[config.mk]
export PLATFORM = sky130hd
export DESIGN_NAME = iceb_pmod_keypad
export DESIGN_NICKNAME = d
export VERILOG_FILES = /design/src/rtl/iceb_pmod_keypad.sv
export SDC_FILE = /design/constraint.sdc
export NUM_CORES = 1
export LEC_CHECK = 0
export ABC_CLOCK_PERIOD_IN_PS = 4920
export CAP_MARGIN = 20
export CORE_AREA = 2 2 87 89
export DETAILED_ROUTE_END_ITERATION = 6
export DIE_AREA = 0 0 89 91
export DONT_BUFFER_PORTS = 1
export PLACE_DENSITY = 0.82
export SETUP_SLACK_MARGIN = 0.15
export SLEW_MARGIN = 20
export SYNTH_ARGS = -nofsm -noshare
export SYNTH_HDL_FRONTEND = slang
export SYNTH_SLANG_ARGS = --single-unit
[constraint.sdc]
create_clock -name clk -period 4.92 [get_ports clk]
set_input_delay 0.492 -clock clk [delete_from_list [all_inputs] [get_ports clk]]
set_output_delay 0.492 -clock clk [all_outputs]
set_load 0.01 [all_outputs]
[src/rtl/iceb_pmod_keypad.sv]
// iceb_pmod_keypad: column scanner and decoder for a 4x4 hex keypad PMOD.
//
// One column is driven low at a time. The active-low rows are synchronized,
// and one 4-bit sample is captured at the end of each column slot. After the
// fourth column, the complete 16-bit snapshot is debounced against the
// previous snapshot. A debounced map with exactly one key, when it changes,
// becomes a key event. The event's hex digit is shifted into value_o.
//
// Map bit layout: bit index = column*4 + row (row 0 = top, column 0 = left).
module iceb_pmod_keypad #(
  parameter int SCAN_CYCLES    = 256,
  parameter int DEBOUNCE_SCANS = 4
) (
  input  logic       clk,
  input  logic       reset,
  output logic [3:0] col_o,
  input  logic [3:0] row_i,
  input  logic       value_clear_i,
  output logic [3:0] key_o,
  output logic       key_valid_o,
  output logic       key_down_o,
  output logic [7:0] value_o
);

  localparam int CW = $clog2(SCAN_CYCLES);
  localparam int SW = $clog2(DEBOUNCE_SCANS + 1);
  localparam logic [CW-1:0] CNT_LAST   = CW'(SCAN_CYCLES - 1);
  localparam logic [SW-1:0] STABLE_MAX = SW'(DEBOUNCE_SCANS);

  logic [CW-1:0] cnt;
  logic [1:0]    col_idx;
  logic [3:0]    row_s1, row_s2;
  logic [15:0]   raw, prev, deb, deb_old;
  logic          deb_upd;
  logic [SW-1:0] stable;

  logic [3:0]    r;
  logic          sample;
  logic [15:0]   new_raw;
  logic [SW-1:0] stable_next;
  logic          one_hot;
  logic [3:0]    key_idx;
  logic          event_now;

  // Decode a map bit index (column*4 + row) into the hex legend on the keypad.
  function automatic logic [3:0] key_code(input logic [3:0] idx);
    logic [3:0] k;
    case (idx)
      4'd0:    k = 4'h1;
      4'd1:    k = 4'h4;
      4'd2:    k = 4'h7;
      4'd3:    k = 4'h0;
      4'd4:    k = 4'h2;
      4'd5:    k = 4'h5;
      4'd6:    k = 4'h8;
      4'd7:    k = 4'hF;
      4'd8:    k = 4'h3;
      4'd9:    k = 4'h6;
      4'd10:   k = 4'h9;
      4'd11:   k = 4'hE;
      4'd12:   k = 4'hA;
      4'd13:   k = 4'hB;
      4'd14:   k = 4'hC;
      default: k = 4'hD;
    endcase
    return k;
  endfunction

  // Derive the sample strobe, the complete snapshot, and the next stable count.
  always_comb begin
    r       = ~row_s2;
    sample  = (cnt == CNT_LAST);
    // Valid only in the column-3 sample cycle; the column-3 rows come straight from r.
    new_raw = {r, raw[11:0]};
    if (new_raw == prev) begin
      stable_next = (stable == STABLE_MAX) ? STABLE_MAX : stable + 1'b1;
    end else begin
      stable_next = SW'(1);
    end
  end

  // Check the debounced map for a single pressed key, and locate it.
  always_comb begin
    one_hot = (deb != 16'd0) && ((deb & (deb - 16'd1)) == 16'd0);
    key_idx = 4'd0;
    for (int i = 0; i < 16; i++) begin
      if (deb[i]) key_idx = 4'(i);
    end
    event_now = deb_upd && one_hot && (deb != deb_old);
  end

  // Scan the columns, capture the rows, and debounce each complete snapshot.
  always_ff @(posedge clk) begin
    if (reset) begin
      cnt     <= '0;
      col_idx <= 2'd0;
      col_o   <= 4'b1110;
      row_s1  <= 4'hF;
      row_s2  <= 4'hF;
      raw     <= 16'd0;
      prev    <= 16'd0;
      deb     <= 16'd0;
      deb_old <= 16'd0;
      deb_upd <= 1'b0;
      stable  <= '0;
    end else begin
      row_s1  <= row_i;
      row_s2  <= row_s1;
      deb_upd <= 1'b0;
      if (sample) begin
        cnt     <= '0;
        col_idx <= col_idx + 2'd1;
        col_o   <= {col_o[2:0], col_o[3]};
        raw[{col_idx, 2'b00} +: 4] <= r;
        if (col_idx == 2'd3) begin
          prev   <= new_raw;
          stable <= stable_next;
          if (stable_next == STABLE_MAX) begin
            deb     <= new_raw;
            deb_old <= deb;
            deb_upd <= 1'b1;
          end
        end
      end else begin
        cnt <= cnt + 1'b1;
      end
    end
  end

  // Turn each debounced update into a key event, and maintain the entered byte.
  always_ff @(posedge clk) begin
    if (reset) begin
      key_o       <= 4'h0;
      key_valid_o <= 1'b0;
      key_down_o  <= 1'b0;
      value_o     <= 8'h00;
    end else begin
      key_valid_o <= event_now;
      key_down_o  <= |deb;
      if (event_now) begin
        key_o   <= key_code(key_idx);
        // A clear that coincides with an event still keeps the new digit.
        value_o <= {(value_clear_i ? 4'h0 : value_o[3:0]), key_code(key_idx)};
      end else if (value_clear_i) begin
        value_o <= 8'h00;
      end
    end
  end

endmodule

==> results.md <==
- Status: completed
- Syn nets: 508
- Synth unique cells: 48
- Final hold viol count: 0
- Crit share post-route: 66.3%
- Height of the die: 91 um
- Final min period: 3260 ps
- Crit end category: register
- #FFs+latches synth: 100
- Die ar.: 8100 um2
- Worst-skew pair later-pin latency: 370 ps
- CTS Buf Count: 9
- First-pass GRT wire length: 14500 um
- Layout cell share with drive strength beyond 1: 8.16%
- Slowest CP cell: or4_1
- CP Launch Point: deb[8]
- Hold Path Class: input pin to register
- Most common cell after layout, fill and taps aside: dfxtp_1
- H-tree Lvls: 3
- Req. time, crit path: 5180 ps
- Crit-path cells: or4_1 > or4_4 > maj3_2 > o32a_1 > or3_1 > mux2_1
- R2R Path Start: deb[8]
- Global route overflow: 0
- Drt wl/cell: 15.0 um
- Post-Syn Area: 4530 um2
- DR DRC count: 0
- Max Slew Vio Count: 0
- DRC marker count from the first detailed-route iteration: 184
- Synth Flop Type: dfxtp_1
- Worst rel slew slack: 49.8%
- Via Count: 3305
- R2R Path End: key_o[1]
- FILL cells: 592
- CTS sink cnt: 100
- IO Pins: 25
- Total GRT Usage: 22.6%
- Initial cell density of the core: 63.5%
- Yosys warns: 0
- Footprint of the multi-input gates: 2360 um2
- Setup WS post-layout: 1660 ps
- Slowest Stage Delay on Critical Path: 630 ps
- Reg2Reg Depth: 6
- CP Max Fanout: 12
- Yosys top cell area share: 44.2%
- Leakage: 1.80 nW
- Router iterations before antenna repair: 5
- Post-synthesis sequential area ratio: 44.2%
- Flop2flop setup slack: 1660 ps
- Post-DRT Antenna Nets: 0
- Initial antenna violation count: 0
- Cells after Synth: 491
- Setup slack at placement: 1680 ps
- PortBufs: 0
- Placed Instances: 561
- Ranking of synthesized cells by area: dfxtp_1 44%, mux2i_1 12%, nor2_1 6.3%, xor2_1 4.3%, xnor2_1 3.1%
- Die X: 89 um
- CTS tree: built
- Setup violations, final: 0
- Mapped Avg Cell Area: 9.23 um2
- Vias in the first global route: 3154
- Root Buffer: clkbuf_8
- Crit start category: register
- Final WL: 8650 um
- Total Nets Final: 490
- Via density: 5.73
- Pin count of the biggest net entering global routing: 98
- Final RePlAce weighted congestion: 0.870
- Area delta synth->final: 4.86%
- Setup_tns: 0 ps
- Critical path data arrival time: 3530 ps
- Non-Filler Instances: 577
- Hold Buf Count CTS: 0
- Sequential cell area: 2000 um2
- Post-synth EDFFs: 0
- FFs w/ async S/R, synth: 0%
- Kind of critical path: register to register
- FMAX: 0.306 GHz
- Reg clk slew, reported paths: 110 ps
- Pwr Density: 281 nW/um2
- Post-CTS setup buffers: 0
- Longest Clk Path Bufs: 2
- Core ar.: 7140 um2
- Yosys top cell by area: dfxtp_1
- Worst-margin pin slew: 747 ps
- Worst Setup EP: key_o[1]
- RSZ-0062 raised after global routing: no
- Max_cap viols: 0
- Worst Clk Skew: 14.5 ps
- HPWL Detailed: 6130 um
- FP Rows: 31
- Most frequent cells in the layout: 100 x dfxtp_1, 76 x nor2_1, 55 x mux2i_1
- Post-CTS Resized: 0
- Maximum VDD drop: 301 uV
- ANT cells: 0
[kinds of logic after synthesis]
family	Yosys count	share of synthesized area (%)
DFF	100	44.2
adders and majority gates	12	3.23
xor gates and xnor gates	38	7.35
muxes	59	13.3
buffers and inverters	43	4.03
AOI/OAI and AO/OA	50	7.65
and+or+nand+nor	189	20.2
[per-stage QoR]
stage	hold WS, ps	power (W)	util [%]	cell area, um2
3_3_place_gp	392	0.000852	63.8	4550
2_1_floorplan	389	0.000857	-	4530
4_1_cts	168	0.00135	66.6	4750
5_1_grt	167	0.00138	66.6	4750
3_5_place_dp	393	0.000852	63.8	4550
6_report	191	0.00134	66.6	4750
[state kept, by name, summed over array words and instances (netlist names)]
register / cells
key_valid_o: 1
prev: 16
cnt: 8
col_idx: 2
key_o: 4
col_o: 4
stable: 3
value_o: 8
row_s1: 4
key_down_o: 1
raw: 12
row_s2: 4
deb: 16
deb_old: 16
deb_upd: 1
[area by class of cell]
type / instances / share of cell area, %
multi-input cells: 348 / 49.8
flip-flops and latches: 100 / 42.1
clock buffers: 9 / 2.61
well taps: 99 / 2.61
clock inverters: 7 / 1.53
inverters: 11 / 0.869
repair buffers: 3 / 0.474
[worst max-delay path: cells and delay by family, from the launching register on]
kind / cells / cell delay (ps)
mux: 1 / 400
flops: 1 / 440
simple gates: 3 / 1730
compound gates: 1 / 300
fa+ha+maj: 1 / 310
[metal layers]
metal / GRT usage, % / routed length, um / up-vias
li1: - / - / 1640
met2: 35.0 / 4070 / 82
met4: 8.08 / 242 / 0
met3: 6.36 / 415 / 27
met1: 30.2 / 3930 / 1556
met5: 0 / 0 / -
[where the power goes]
part | switching (W) | internal (W)
clock network | 0.000305 | 0.000198
logic | 0.00000670 | 0.00000758
registers | 0.00000521 | 0.000814
total | 0.000317 | 0.00102
[Yosys cell counts (5+ instances only)]
| cell type | number |
|---|---|
| a211oi_1 | 6 |
| a21oi_1 | 18 |
| and2_1 | 5 |
| buf_2 | 5 |
| clkbuf_1 | 25 |
| dfxtp_1 | 100 |
| ha_1 | 10 |
| inv_1 | 11 |
| mux2i_1 | 55 |
| nand2_1 | 27 |
| nand2b_1 | 5 |
| nand3_1 | 6 |
| nand4_1 | 8 |
| nor2_1 | 76 |
| nor2b_1 | 9 |
| nor3_1 | 21 |
| nor4_1 | 7 |
| o21ai_0 | 6 |
| or2_2 | 10 |
| xnor2_1 | 16 |
| xor2_1 | 22 |
[how the worst min path moves through the flow]
stage / startpoint / to / slack, ps / depth (start not counted)
CTS: reset / raw[8] / 170 / 1
detailed placement: row_s1[0] / row_s2[0] / 390 / 1
global route: reset / deb_old[15] / 170 / 1
global placement: row_s1[3] / row_s2[3] / 390 / 1
finish: reset / deb_old[15] / 190 / 1
floorplan: row_s1[0] / row_s2[0] / 390 / 1
(Power assumes the default switching activity.)
